--- src/rtl/hazard_pkg.sv ---
// Shared types and constants for the 5-stage pipeline hazard controller.
package hazard_pkg;
  typedef enum logic [1:0] {
    ST_RUN = 2'd0,
    ST_LU  = 2'd1,
    ST_FRZ = 2'd2
  } hz_state_e;

  localparam int BR_ID    = 1;
  localparam int BR_EX    = 2;
  localparam int BR_MEM   = 3;
  localparam int REG_ZERO = 0;
  localparam int LAT_W    = 4;
endpackage

--- src/rtl/hazard_match.sv ---
// rs/rt source comparator against a single writer register; $0 never matches.
module hazard_match
  import hazard_pkg::*;
#(
  parameter int REG_AW = 5
) (
  input  logic [REG_AW-1:0] rs_i,
  input  logic [REG_AW-1:0] rt_i,
  input  logic              use_rs_i,
  input  logic              use_rt_i,
  input  logic [REG_AW-1:0] wreg_i,
  output logic              hit_o
);
  logic wnz;

  assign wnz   = (wreg_i != REG_AW'(REG_ZERO));
  assign hit_o = wnz && ((use_rs_i && (rs_i == wreg_i)) || (use_rt_i && (rt_i == wreg_i)));
endmodule

--- src/rtl/hazard_ctrl_pipe.sv ---
// Stall/flush controller: load-use FSM, branch/jump flushes, mem_busy freeze, event counters.
module hazard_ctrl_pipe
  import hazard_pkg::*;
#(
  parameter int REG_AW       = 5,
  parameter int LOAD_LAT     = 1,
  parameter int FWD_EN       = 1,
  parameter int RF_WFIRST    = 1,
  parameter int BRANCH_STAGE = 2,
  parameter int CNT_W        = 16
) (
  input  logic              clk,
  input  logic              rst,
  input  logic [REG_AW-1:0] id_rs,
  input  logic [REG_AW-1:0] id_rt,
  input  logic              id_use_rs,
  input  logic              id_use_rt,
  input  logic              id_branch,
  input  logic              id_jump,
  input  logic              ex_regwrite,
  input  logic              ex_memread,
  input  logic [REG_AW-1:0] ex_wreg,
  input  logic              mem_regwrite,
  input  logic              mem_memread,
  input  logic [REG_AW-1:0] mem_wreg,
  input  logic              wb_regwrite,
  input  logic [REG_AW-1:0] wb_wreg,
  input  logic              branch_taken,
  input  logic              mem_busy,
  output logic              pc_stall,
  output logic              ifid_stall,
  output logic              idex_stall,
  output logic              exmem_stall,
  output logic              idex_bubble,
  output logic              flush_ifid,
  output logic              flush_idex,
  output logic              flush_exmem,
  output logic [CNT_W-1:0]  stall_cnt,
  output logic [CNT_W-1:0]  flush_cnt
);
  hz_state_e              state_q, state_d, saved_q, saved_d, cur;
  logic [LAT_W-1:0]       lat_q, lat_d;
  logic [CNT_W-1:0]       stall_cnt_q, stall_cnt_d, flush_cnt_q, flush_cnt_d;
  logic                   ex_hit, mem_hit, wb_hit;
  logic                   lu_hz, br_hz, raw_hz, seq_hz, any_hz;
  logic                   pcs_c, ifs_c, ids_c, exs_c, bub_c, fif_c, fid_c, fex_c;

  hazard_match #(.REG_AW(REG_AW)) u_ex (
    .rs_i(id_rs), .rt_i(id_rt), .use_rs_i(id_use_rs), .use_rt_i(id_use_rt),
    .wreg_i(ex_wreg), .hit_o(ex_hit)
  );
  hazard_match #(.REG_AW(REG_AW)) u_mem (
    .rs_i(id_rs), .rt_i(id_rt), .use_rs_i(id_use_rs), .use_rt_i(id_use_rt),
    .wreg_i(mem_wreg), .hit_o(mem_hit)
  );
  hazard_match #(.REG_AW(REG_AW)) u_wb (
    .rs_i(id_rs), .rt_i(id_rt), .use_rs_i(id_use_rs), .use_rt_i(id_use_rt),
    .wreg_i(wb_wreg), .hit_o(wb_hit)
  );

  assign lu_hz  = ex_memread && ex_regwrite && ex_hit;
  assign br_hz  = (BRANCH_STAGE == BR_ID) && id_branch &&
                  ((ex_regwrite && ex_hit) || (mem_memread && mem_hit));
  assign raw_hz = (ex_regwrite && ex_hit) || (mem_regwrite && mem_hit) ||
                  ((RF_WFIRST == 0) && wb_regwrite && wb_hit);
  // Without forwarding a load keeps matching as it moves down, so no counted stall is needed.
  assign seq_hz = (FWD_EN != 0) && lu_hz;
  assign any_hz = ((FWD_EN != 0) ? lu_hz : raw_hz) || br_hz;
  assign cur    = (state_q == ST_FRZ) ? saved_q : state_q;

  always_comb begin
    state_d = state_q;
    saved_d = saved_q;
    lat_d   = lat_q;
    pcs_c = 1'b0; ifs_c = 1'b0; ids_c = 1'b0; exs_c = 1'b0;
    bub_c = 1'b0; fif_c = 1'b0; fid_c = 1'b0; fex_c = 1'b0;
    if (mem_busy) begin
      pcs_c = 1'b1; ifs_c = 1'b1; ids_c = 1'b1; exs_c = 1'b1;
      state_d = ST_FRZ;
      if (state_q != ST_FRZ) saved_d = state_q;
    end else if (branch_taken) begin
      fif_c   = 1'b1;
      fid_c   = (BRANCH_STAGE >= BR_EX);
      fex_c   = (BRANCH_STAGE >= BR_MEM);
      state_d = ST_RUN;
      lat_d   = '0;
    end else if (cur == ST_LU) begin
      pcs_c = 1'b1; ifs_c = 1'b1; bub_c = 1'b1;
      if (lat_q <= LAT_W'(1)) begin
        state_d = ST_RUN;
        lat_d   = '0;
      end else begin
        state_d = ST_LU;
        lat_d   = lat_q - LAT_W'(1);
      end
    end else if (any_hz) begin
      pcs_c = 1'b1; ifs_c = 1'b1; bub_c = 1'b1;
      state_d = ST_RUN;
      if (seq_hz && (LOAD_LAT > 1)) begin
        state_d = ST_LU;
        lat_d   = LAT_W'(LOAD_LAT - 1);
      end
    end else begin
      state_d = ST_RUN;
      fif_c   = id_jump;
    end
  end

  always_comb begin
    stall_cnt_d = stall_cnt_q;
    flush_cnt_d = flush_cnt_q;
    if (pcs_c && !(&stall_cnt_q)) stall_cnt_d = stall_cnt_q + CNT_W'(1);
    if ((fif_c || fid_c || fex_c) && !(&flush_cnt_q)) flush_cnt_d = flush_cnt_q + CNT_W'(1);
  end

  always_ff @(posedge clk or posedge rst) begin
    if (rst) begin
      state_q     <= ST_RUN;
      saved_q     <= ST_RUN;
      lat_q       <= '0;
      stall_cnt_q <= '0;
      flush_cnt_q <= '0;
    end else begin
      state_q     <= state_d;
      saved_q     <= saved_d;
      lat_q       <= lat_d;
      stall_cnt_q <= stall_cnt_d;
      flush_cnt_q <= flush_cnt_d;
    end
  end

  // Controls are combinational, so reset must mask them directly.
  assign pc_stall    = !rst && pcs_c;
  assign ifid_stall  = !rst && ifs_c;
  assign idex_stall  = !rst && ids_c;
  assign exmem_stall = !rst && exs_c;
  assign idex_bubble = !rst && bub_c;
  assign flush_ifid  = !rst && fif_c;
  assign flush_idex  = !rst && fid_c;
  assign flush_exmem = !rst && fex_c;
  assign stall_cnt   = stall_cnt_q;
  assign flush_cnt   = flush_cnt_q;
endmodule

--- config.mk ---
export PLATFORM = sky130hd
export DESIGN_NAME = hazard_ctrl_pipe
export DESIGN_NICKNAME = d
export VERILOG_FILES = /design/src/rtl/hazard_pkg.sv /design/src/rtl/hazard_match.sv /design/src/rtl/hazard_ctrl_pipe.sv
export SDC_FILE = /design/constraint.sdc
export NUM_CORES = 1
export LEC_CHECK = 0
export BUFFER_PORTS_ARGS = -buffer_cell sky130_fd_sc_hd__buf_2
export CAP_MARGIN = 20
export CORE_MARGIN = 8
export CORE_UTILIZATION = 45
export CTS_CLUSTER_DIAMETER = 80
export CTS_CLUSTER_SIZE = 10
export DETAILED_ROUTE_END_ITERATION = 7
export GPL_TIMING_DRIVEN = 0
export PLACE_DENSITY = 0.76
export SLEW_MARGIN = 20
export SYNTH_ARGS = -nofsm -noshare
export SYNTH_HDL_FRONTEND = slang
export SYNTH_HIERARCHICAL = 1
export SYNTH_SLANG_ARGS = --single-unit
--- constraint.sdc ---
create_clock -name clk -period 1.9 [get_ports clk]
set_clock_uncertainty 0.1 [all_clocks]
set_input_delay 0.19 -clock clk [delete_from_list [all_inputs] [get_ports clk]]
set_output_delay 0.19 -clock clk [all_outputs]
set_load 0.01 [all_outputs]
== Word level (Yosys, flattened, before mapping) ==
Cells that the tools add are included.

* Register bits: 40
* Bits in latches: 0
* Memory bits (writable): 0
* Memory bits (read-only): 0
* Input port bits: 38
* Output and inout port bits: 40
* Logic and storage cells: 58
* Memories kept: 0

* Add/subtract/negate cells: 3
* $mul: 0
* Divide/modulo/power cells: 0
* Magnitude comparators: 1
* Equality and inequality tests: 5
* Shifts and indexed selects: 0
* Muxes and demuxes: 20
* Bitwise gates (word level): 1
* Reduce and logical (&&, ||, !) cells: 23

{| class="wikitable"
|+ Operator list
! cell !! number
|-
| 16-bit by 1-bit adder with 16-bit output (second input constant) || 2
|-
| 16-bit AND reduction || 2
|-
| 1-bit 2-to-1 mux || 13
|-
| 1-bit logical AND || 12
|-
| 4-bit 2-to-1 mux || 3
|-
| 5-bit equality test || 2
|-
| 2-bit 2-to-1 mux || 4
|-
| 5-bit nonzero test || 1
|-
| 4-bit by 1-bit less-or-equal comparator with 1-bit output (second input constant) || 1
|-
| 2-bit AND reduction || 2
|-
| 4-bit by 1-bit subtractor with 4-bit output (second input constant) || 1
|-
| 1-bit logical NOT || 3
|-
| 2-bit by 1-bit equality test with 1-bit output (second input constant) || 1
|-
| 2-bit equality test (second input constant) || 1
|-
| 1-bit logical OR || 2
|-
| 2-bit != test (second input constant) || 1
|-
| 2-bit nonzero test || 1
|-
| 1-bit NOT || 1
|}

== Longest topological paths before layout ==
Gate-level depths: netlist of the first run.

* Depth after elaboration: 11
* Gate-level depth with buffers: 10
* Gate-level depth less buffers: 9

== By module ==
Netlist of the first run, hierarchy kept.

{| class="wikitable"
|+ Modules (own cells, without submodules)
! module !! times used !! cells an instance !! area each (um^2) !! seq. area each (um^2)
|-
| hazard_ctrl_pipe || 1 || 190 || 2037.0 || 1001.0
|-
| hazard_match || 1 || 17 || 132.6 || 0.0
|}

== Least setup slack after synthesis of the first run ==
Ideal clock, no wire load.

* Kind: input-to-reg
* Start: input ex_wreg[1]
* End: register stall_cnt_q[4], in the netlist stall_cnt[4]
* Setup time: 76 ps
* Arrival time: 1845 ps
* Data required time: 1724 ps
* Path slack: -121 ps
* Stages: 10
* Buffers on the path: 1
* Cells stage by stage: xor2_1 -> nor4_2 -> nand3_1 -> a21oi_1 -> nand3_1 -> a31oi_4 -> o22a_1 -> buf_6 -> and4_4 -> xor2_2

* Longest elaborated chain between the ends: 10
* Elaborated cells between the ends (all ways): 13

{| class="wikitable"
|+ Ends and longest elaborated chain
! element !! line !! source
|-
| from (decl) || hazard_ctrl_pipe.sv:22 || <nowiki>input logic [REG_AW-1:0] ex_wreg,</nowiki>
|-
| 5-bit equality test || hazard_match.sv:17 || <nowiki>assign hit_o = wnz && ((use_rs_i && (rs_i == wreg_i)) || (use_rt_i && (rt_i == wreg_i)));</nowiki>
|-
| 1-bit logical AND || hazard_match.sv:17 ||
|-
| 1-bit logical OR || hazard_match.sv:17 ||
|-
| 1-bit logical AND (*) || hazard_match.sv:17 ||
|-
| via ex_hit || hazard_ctrl_pipe.sv:44 || <nowiki>logic ex_hit, mem_hit, wb_hit;</nowiki>
|-
| 1-bit logical AND (*) || hazard_ctrl_pipe.sv:61 || <nowiki>assign lu_hz = ex_memread && ex_regwrite && ex_hit;</nowiki>
|-
| 1-bit 2-to-1 mux (*) || hazard_ctrl_pipe.sv:96 || <nowiki>end else if (any_hz) begin</nowiki>
|-
| 1-bit 2-to-1 mux (*) || hazard_ctrl_pipe.sv:87 || <nowiki>end else if (cur == ST_LU) begin</nowiki>
|-
| 1-bit 2-to-1 mux (*) || hazard_ctrl_pipe.sv:81 || <nowiki>end else if (branch_taken) begin</nowiki>
|-
| 1-bit 2-to-1 mux (*) || hazard_ctrl_pipe.sv:77 || <nowiki>if (mem_busy) begin</nowiki>
|-
| 1-bit logical AND (*) || hazard_ctrl_pipe.sv:112 || <nowiki>if (pcs_c && !(&stall_cnt_q)) stall_cnt_d = stall_cnt_q + CNT_W'(1);</nowiki>
|-
| to (signal assigned) || hazard_ctrl_pipe.sv:127 || <nowiki>stall_cnt_q <= stall_cnt_d;</nowiki>
|-
| to (decl) || hazard_ctrl_pipe.sv:43 || <nowiki>logic [CNT_W-1:0] stall_cnt_q, stall_cnt_d, flush_cnt_q, flush_cnt_d;</nowiki>
|}

The timed path passes the listed nets; every way through them passes the cells marked *.
A chain may end at the register's enable or synchronous reset.

== Worst setup path after layout of the first run ==
* Start: input ex_wreg[1]
* End: register flush_cnt_q[8], in the netlist flush_cnt[8]

* Longest elaborated chain between the ends: 11
* Elaborated cells between the ends (all ways): 14

{| class="wikitable"
|+ Ends and longest elaborated chain
! element !! line !! source
|-
| 5-bit equality test || hazard_match.sv:17 ||
|-
| 1-bit logical AND || hazard_match.sv:17 ||
|-
| 1-bit logical OR || hazard_match.sv:17 ||
|-
| 1-bit logical AND (*) || hazard_match.sv:17 ||
|-
| via ex_hit || hazard_ctrl_pipe.sv:44 ||
|-
| 1-bit logical AND (*) || hazard_ctrl_pipe.sv:61 ||
|-
| 1-bit 2-to-1 mux (*) || hazard_ctrl_pipe.sv:96 ||
|-
| 1-bit 2-to-1 mux (*) || hazard_ctrl_pipe.sv:87 ||
|-
| 1-bit 2-to-1 mux (*) || hazard_ctrl_pipe.sv:81 ||
|-
| 1-bit 2-to-1 mux (*) || hazard_ctrl_pipe.sv:77 ||
|-
| 1-bit logical OR (*) || hazard_ctrl_pipe.sv:113 || <nowiki>if ((fif_c || fid_c || fex_c) && !(&flush_cnt_q)) flush_cnt_d = flush_cnt_q + CNT_W'(1);</nowiki>
|-
| 1-bit logical AND (*) || hazard_ctrl_pipe.sv:113 ||
|-
| to (signal assigned) || hazard_ctrl_pipe.sv:128 || <nowiki>flush_cnt_q <= flush_cnt_d;</nowiki>
|-
| to (decl) || hazard_ctrl_pipe.sv:43 ||
|}

Marks and branches as above.

==> impl_metrics.toml, run 1 <==
[detailed_routing]
wire_per_inst_um = 14.8
drc = 0
drt-initial-drc-count = 59
routed_wl_mm = 5.00
dr.pass1.iters = 4
dr_total_vias = 1805
drtAntennaViolNets = 0
viasPerCell = 5.36

[clock_network]
numCtsBuffers = 5
clockRootBuffer = "clkbuf_8"
htree_num_levels = 2
cts_tree = "done"
cts_num_sinks = 40
clk_pin_slew_worst_paths_ps = 70
cts_buffer_depth = 2
clk_latency_ps = 290

[cells_and_area]
stdcell_area_mm2 = 0.00276
seq_area_mm2 = 0.00100
final_cell_mix = "buf_2, dfrtp_1, nand2_1, xnor2_1, nor2_1"
num-nets-final = 324
area_delta_synth_final_pct = 27.3
final_common_cell = "buf_2"
layout.cells.non_filler = 337
drive_gt1_share_pct = 35.0
fill_cells = 428
diodes = 0
multi_input_area_mm2 = 0.00113

[yosys]
synth-edff-count = 0
synthXorXnorAreaFrac_pct = 15.3
async_reset_ff_share_pct = 100
yosys.area.top_type = "dfrtp_1"
synth_top_flop_cell = "dfrtp_1"
synthAdderAreaFrac_pct = 2.31
syn_area_mm2 = 0.00217
netlist_instances = 207
synth_top_cell_area_share_pct = 46.1
synth_compound_area_share_pct = 7.55
yosysSeqAreaShare_pct = 46.1
yosys.area_share.simple_pct = 22.7
synthesis.nets = 249
synth_warnings = 6
synth_top_family_by_area = "simple AND/OR/NAND/NOR gates"
ys_ff_latch = 40
ys_top_cells_by_area = "dfrtp_1, xnor2_1, xor2_1"
ys_types = 45
syn_area_per_cell_um2 = 10.5
synthMuxAreaShare_pct = 2.71

[sta]
slew_violations = 0
fin_crit_sh_pct = 110
rsz0062_at_grt = "yes"
hold_violations = 0
final.setup.tns_ps = -2070
period_minus_slack_ps = 2080
finalSetupViolations = 24
fin_ws_ps = -183
fmax_mhz = 480

[placement]
place_ws_ps = -432
dp.cells = 324
gp_congestion = 0.864
place_area_mm2 = 0.00257
place_hpwl_mm = 3.79
io_buffer_count = 62

[setup_path]
crit_type = "input port to register"
path_max_fanout = 8
cp.required_ps = 1980
cp.arrival_ps = 2160
cp-end-kind = "register"
reg2reg_slack_ps = -70
start_kind = "input port"

[pwr]
power_mw = 2.60
power.density_mw_per_mm2 = 941
irDropWorstVdd_uv = 685
p_leak_nw = 1.36

[global_routing]
grt_pass1_wl_mm = 8.16
grt_max_degree = 34
grt_pass1_vias = 1781
globalRouteOverflowTotal = 0
antenna_found_initial = 0
grtUsageTotal_pct = 13.8

[die]
num_rows = 25
fp.dieArea_mm2 = 0.00730
die_h_um = 85.4
initial_core_util_pct = 46.2
pin_count = 78
die_x_um = 85.4
coreArea_mm2 = 0.00469

[min_path]
hold_path.class = "input port to register"

[flow_run]
cap_viol_max_count = 0

[status]
violations = "negative setup slack"
outcome = "complete, but fails checks"
==> kinds of logic (layout without fill, tap and decap cells) <==
kind of cell,after synthesis,after routing
multiplexers,5,5
AO/OA/AOI/OAI,19,19
adder cells (fa/ha/maj),4,4
flip-flops,40,40
other,1,1
XOR/XNOR,37,37
AND/OR/NAND/NOR,88,88
buffers and inverters,13,89
==> state kept, by name, indices dropped and copies added (netlist names) <==
| signal | cells |
|---|---|
| saved_q | 2 |
| lat_q | 4 |
| state_q | 2 |
| stall_cnt | 16 |
| flush_cnt | 16 |
==> worst max-delay path: stages <==
cell	delay [ps]
buf_2	130
or4_1	530
nor2_1	170
a21oi_2	60
nand3_2	100
buf_4	120
a41o_2	270
a21boi_4	310
nand4_1	140
xnor2_1	140
==> layer usage <==
metal  vias to the layer above  GRT usage [%]  routed length [um]  part of all wire [%]
li1                        865              -                   -                     -
met1                       870           15.8                2180                    43
met2                        61           23.0                2350                    47
met3                         9           5.31                 392                   7.8
met4                         0           4.78                  87                   1.7
met5                         -              0                   0                     0
==> stage by stage <==
stage / util [%] / hold slack, ps
6_report: 58.9 / 197
5_1_grt: 58.9 / 228
4_1_cts: 58.2 / 189
3_5_place_dp: 54.7 / 57.5
3_3_place_gp: 54.3 / 232
2_1_floorplan: - / 121
==> power breakdown <==
| group | internal [mW] | switching [mW] |
|---|---|---|
| logic | 0.401 | 0.404 |
| registers | 1.04 | 0.214 |
| clock network | 0.262 | 0.282 |
==> final timing paths <==
check	startpoint	end	cells after the start
max in group asynchronous	rst	flush_cnt[7]$_DFFE_PP0P_	4
min in group asynchronous	rst	flush_cnt[4]$_DFFE_PP0P_	3
min	branch_taken	lat_q[2]$_DFFE_PP0P_	4
max reg2reg	stall_cnt[0]$_DFFE_PP0P_	stall_cnt[4]$_DFFE_PP0P_	7
min reg2reg	flush_cnt[9]$_DFFE_PP0P_	flush_cnt[9]$_DFFE_PP0P_	1
max	ex_wreg[1]	flush_cnt[8]$_DFFE_PP0P_	10
==> what timing repair did <==
item,CTS,global route
setup buffers,3,0
pin swaps,9,8
setup endpoints to repair,18,34
gates resized for setup,9,5
hold buffers,2,0
endpoints found under the hold margin,8,0
==> cell usage after synthesis (3+ instances only) <==
cell type / count
ha_1: 4
xnor2_1: 20
dfrtp_1: 40
buf_4: 3
nor2_1: 17
xor2_1: 16
o21ai_0: 5
and3_1: 6
nand4_1: 8
nand2_1: 20
inv_1: 8
nand3_1: 16
nor3_1: 5
==> final cells by class <==
class | count | area share, %
inverters | 8 | 1.09
multi-input cells | 154 | 41.1
clock inverters | 1 | 0.317
well taps | 54 | 2.45
plain buffers | 5 | 1.36
clock buffers | 7 | 2.76
repair buffers | 68 | 14.7
flip-flops and latches | 40 | 36.2
Note: power is estimated with default switching activity, not from simulation.
==> run 2, diff against run 1 <==
==> constraint.sdc (replaced) <==
create_clock -name clk -period 1.9 [get_ports clk]
set_clock_uncertainty 0.1 [all_clocks]
set_input_delay 0.095 -clock clk [delete_from_list [all_inputs] [get_ports clk]]
set_output_delay 0.095 -clock clk [all_outputs]
set_load 0.01 [all_outputs]
==> impl_metrics.toml, run 2 (synthesis results as in run 1) <==
[detailed_routing]
wire_per_inst_um = 15.2
dr.pass1.iters = 4
drt-initial-drc-count = 44
drc = 0
viasPerCell = 5.29
drtAntennaViolNets = 0
routed_wl_mm = 5.22
dr_total_vias = 1815

[setup_path]
path_max_fanout = 4
timing.rr.start = "stall_cnt[0]$_DFFE_PP0P_"
cp.required_ps = 1700
crit_type = "input port to primary output"
cp-end-kind = "primary output"
start_kind = "input port"
cp.arrival_ps = 1700
critPathLaunch = "id_rs[0]"

[clock_network]
numCtsBuffers = 5
cts_buffer_depth = 2
cts_num_sinks = 40
cts_tree = "done"
htree_num_levels = 2
clockRootBuffer = "clkbuf_8"
clk_pin_slew_worst_paths_ps = 80
clk_latency_ps = 290

[die]
fp.dieArea_mm2 = 0.00730
num_rows = 25
coreArea_mm2 = 0.00469
die_h_um = 85.4
pin_count = 78
initial_core_util_pct = 46.2
die_x_um = 85.4

[cells_and_area]
final_cell_mix = "buf_2, dfrtp_1, xnor2_1"
final_common_cell = "buf_2"
stdcell_area_mm2 = 0.00297
drive_gt1_share_pct = 43.3
diodes = 0
fill_cells = 386
num-nets-final = 330
area_delta_synth_final_pct = 37.0

[sta]
fmax_mhz = 529
hold_ws_ps = 127
slew_violations = 0
fin_crit_sh_pct = 99.5
hold_violations = 0
period_minus_slack_ps = 1890
rsz0062_at_grt = "yes"
final.setup.tns_ps = 0
finalSetupViolations = 0

[pwr]
pwr-share-seq_pct = 39.6
irDropWorstVdd_uv = 985
swShare_pct = 30.8
power_mw = 3.16
pwr-share-clk_pct = 30.0
power.density_mw_per_mm2 = 1060
p_int_mw = 2.18
combPwrFrac_pct = 30.3
p_switching_uw = 974
p_leak_nw = 1.43

[flow_run]
cap_viol_max_count = 0

[global_routing]
globalRouteOverflowTotal = 0
antenna_found_initial = 0
grtUsageTotal_pct = 14.4
grt_max_degree = 30
grt_pass1_vias = 1838
grt_pass1_wl_mm = 8.64

[placement]
place_hpwl_mm = 3.82
place_area_mm2 = 0.00257
gp_congestion = 0.831
io_buffer_count = 62

[min_path]
hold_path.class = "input port to register"
min_from = "branch_taken"

[status]
outcome = "completed"
## run 2: repair_timing
item                                    CTS  global route
hold buffers                              2             0
hold endpoints to repair                 41             0
resized for setup                        10            23
pin swaps                                11            12
endpoints found under the setup margin   10            23
buffers inserted                          4             5
cloned                                    0             0
## run 2: metal layers
layer	share of wire (%)	track usage [%]	wire [um]
met3	7.4	4.63	386
met4	0.94	4.78	49
met2	48	24.4	2510
met1	44	16.7	2280
met5	0	0	0
## run 2: worst paths after layout
path                                             end  slack (ps)  cells past startpoint
hold reg to reg             flush_cnt[9]$_DFFE_PP0P_         400                      1
max in group asynchronous   flush_cnt[6]$_DFFE_PP0P_         980                      4
min in group asynchronous  stall_cnt[13]$_DFFE_PP0P_         260                      3
setup / recovery                            pc_stall           9                     11
hold / removal                  lat_q[2]$_DFFE_PP0P_         130                      4
setup reg to reg            stall_cnt[4]$_DFFE_PP0P_          30                      7
## run 2: layout make-up
type                       count  area (um2)  share of cell area (%)
buffer                         5        38.8                    1.31
clock buffer                   5        68.8                    2.32
clock inverter                 3        90.1                    3.03
inverter                       8        30.0                    1.01
multi-input combinational    154        1220                    41.1
sequential                    40        1000                    33.7
tap                           54        67.6                    2.27
timing repair buffer          74         453                    15.2
## run 2: critical path: stages
cell and delay, ps:
buf_6 100, xor2_2 170, nor4_2 310, nand3_1 130, a21oi_2 160, nand3_2 120
a31oi_4 210, nor2_1 70, nor2_1 120, buf_4 130, buf_6 90
## run 2: power groups by stage
stage	combinational (mW)	sequential [mW]	clock, mW
6_report	0.958	1.25	0.949
3_5_place_dp	0.797	1.26	0
2_1_floorplan	0.465	1.29	0
4_1_cts	0.872	1.24	0.978
5_1_grt	1.07	1.28	1.00
3_3_place_gp	0.765	1.26	0
## run 2: through the flow
| step | setup WS (ps) | utilization (%) | instances |
|---|---|---|---|
| after floorplan | 0.536 | - | 207 |
| after global placement | -338 | 54.3 | 323 |
| after detailed placement | -386 | 54.7 | 324 |
| after CTS | -31.6 | 60.3 | 338 |
| after global routing | -66.0 | 63.3 | 343 |
| final | 9.32 | 63.3 | 343 |
==> run 3, diff against run 2 <==
--- a/config.mk
+++ b/config.mk
@@ -8,12 +8,12 @@
 export BUFFER_PORTS_ARGS = -buffer_cell sky130_fd_sc_hd__buf_2
 export CAP_MARGIN = 20
 export CORE_MARGIN = 8
-export CORE_UTILIZATION = 45
+export CORE_UTILIZATION = 49
 export CTS_CLUSTER_DIAMETER = 80
 export CTS_CLUSTER_SIZE = 10
 export DETAILED_ROUTE_END_ITERATION = 7
 export GPL_TIMING_DRIVEN = 0
-export PLACE_DENSITY = 0.76
+export PLACE_DENSITY = 0.79
 export SLEW_MARGIN = 20
 export SYNTH_ARGS = -nofsm -noshare
 export SYNTH_HDL_FRONTEND = slang
==> constraint.sdc (replaced) <==
create_clock -name clk -period 1.89 [get_ports clk]
set_clock_uncertainty 0.1 [all_clocks]
set_input_delay 0.0945 -clock clk [delete_from_list [all_inputs] [get_ports clk]]
set_output_delay 0.0945 -clock clk [all_outputs]
set_load 0.01 [all_outputs]
==> impl_metrics.toml, run 3 (synthesis results as in run 1) <==
[status]
outcome = "complete, but fails checks"
violations = "negative setup slack"

[cells_and_area]
final_cell_mix = "buf_2, dfrtp_1, nand2_1, xnor2_1, nor2_1"
drive_gt1_share_pct = 41.1
area_delta_synth_final_pct = 34.0
diodes = 0
num-nets-final = 328
final_common_cell = "buf_2"
finish.utilization_pct = 67.2

[detailed_routing]
viasPerCell = 5.23
drc = 0
wire_per_inst_um = 15.3
drtAntennaViolNets = 0
met2_wirelength_mm = 2.37
met1_length_mm = 2.21
met3_wirelength_um = 508
top_layer = "met4"
routed_wl_mm = 5.19
drt-initial-drc-count = 66
dr.pass1.iters = 4
dr_total_vias = 1772

[pwr]
p_int_mw = 1.89
power_mw = 2.85
combPwrFrac_pct = 31.7
p_leak_nw = 1.40
p_switching_uw = 960
pwr-share-seq_pct = 43.9
swShare_pct = 33.7
power.density_mw_per_mm2 = 981
pwr-share-clk_pct = 24.3
irDropWorstVdd_uv = 695

[global_routing]
grtUsageTotal_pct = 15.5
grt_pass1_wl_mm = 8.12
grt_pass1_vias = 1751
grt_max_degree = 32
globalRouteOverflowTotal = 0
antenna_found_initial = 0

[clock_network]
clk_latency_ps = 300
clk_pin_slew_worst_paths_ps = 70
clockRootBuffer = "clkbuf_8"
cts_num_sinks = 40
cts_buffer_depth = 2
cts_tree = "done"
numCtsBuffers = 5
htree_num_levels = 2

[die]
fp.dieArea_mm2 = 0.00681
die_x_um = 82.5
die_h_um = 82.5
num_rows = 24
initial_core_util_pct = 50.2
coreArea_mm2 = 0.00432
pin_count = 78

[setup_path]
start_kind = "input port"
cp.required_ps = 1970
cp-end-kind = "register"
max_stage_delay_ps = 530
crit_type = "input port to register"
path_cells = "buf_4, or4_4, nor2_4, a21oi_2, nand3_2, buf_4, a41o_4, a21boi_4, nand4_1, xnor2_1"
worst_path_max_delay_cell = "or4_4"
path_max_fanout = 8
cp.arrival_ps = 2030
crit_path_frequent_cell = "buf_4"

[sta]
fin_crit_sh_pct = 103
hold_ws_ps = 91.6
slew_violations = 0
fmax_mhz = 515
hold_violations = 0
final.setup.tns_ps = -155
rsz0062_at_grt = "yes"
period_minus_slack_ps = 1940
fin_ws_ps = -53.3
finalSetupViolations = 4

[flow_run]
cap_viol_max_count = 0

[min_path]
hold_path.class = "input port to register"

[placement]
gp_congestion = 0.792
place_hpwl_mm = 3.64
place_ws_ps = -389
io_buffer_count = 62
==> run 3: power by group through the flow <==
stage | Sequential, mW | Combinational [mW] | Clock [mW]
finish | 1.25 | 0.905 | 0.694
global route | 1.28 | 1.02 | 0.738
CTS | 1.24 | 0.875 | 0.718
detailed placement | 1.27 | 0.796 | 0
global placement | 1.27 | 0.766 | 0
floorplan | 1.30 | 0.467 | 0
==> run 3: timing repair <==
item | in CTS | in global routing
buffers inserted | 5 | 1
endpoints found under the setup margin | 9 | 31
pin swaps | 12 | 23
hold buffers | 2 | 0
cloned | 0 | 1
gates resized for setup | 12 | 24
endpoints found under the hold margin | 41 | 0
==> run 3: worst max-delay path, delay by kind of cell <==
family,cells,cell delay (ps)
buf+inv,2,250
simple gates,4,910
xor+xnor,1,160
compound gates,3,620
==> run 3: layout make-up <==
| class | count | area, um2 |
|---|---|---|
| fillers | 330 | 1420 |
| multi-input cells | 154 | 1210 |
| flip-flops and latches | 40 | 1000 |
| repair buffers | 72 | 453 |
| clock buffers | 5 | 68.8 |
| well taps | 52 | 65.1 |
| clock inverters | 3 | 42.5 |
| plain buffers | 5 | 38.8 |
| inverters | 8 | 30.0 |
==> run 3: through the flow <==
step	area, um2	cells
CTS	2790	337
global route	2910	339
floorplan	2170	207
detailed placement	2570	322
finish	2910	339
global placement	2550	321
==> run 3: worst paths after layout <==
path                                               start                  endpoint  slack (ps)  cells after the start
worst min-delay path                        branch_taken      lat_q[2]$_DFFE_PP0P_          90                      4
worst max register to register  stall_cnt[1]$_DFFE_PP0P_  stall_cnt[4]$_DFFE_PP0P_         -40                      7
worst max-delay path                          ex_wreg[4]  flush_cnt[8]$_DFFE_PP0P_         -50                     10
min in group asynchronous                            rst    saved_q[0]$_DFFE_PP0P_         220                      3
max in group asynchronous                            rst  stall_cnt[0]$_DFFE_PP0P_        1020                      4
worst min register to register      lat_q[3]$_DFFE_PP0P_      lat_q[3]$_DFFE_PP0P_         410                      1
==> run 3: layer usage <==
layer	global-route usage [%]	up-vias
met5	0	-
li1	-	876
met4	7.76	0
met1	19.0	822
met2	24.7	65
met3	4.22	9
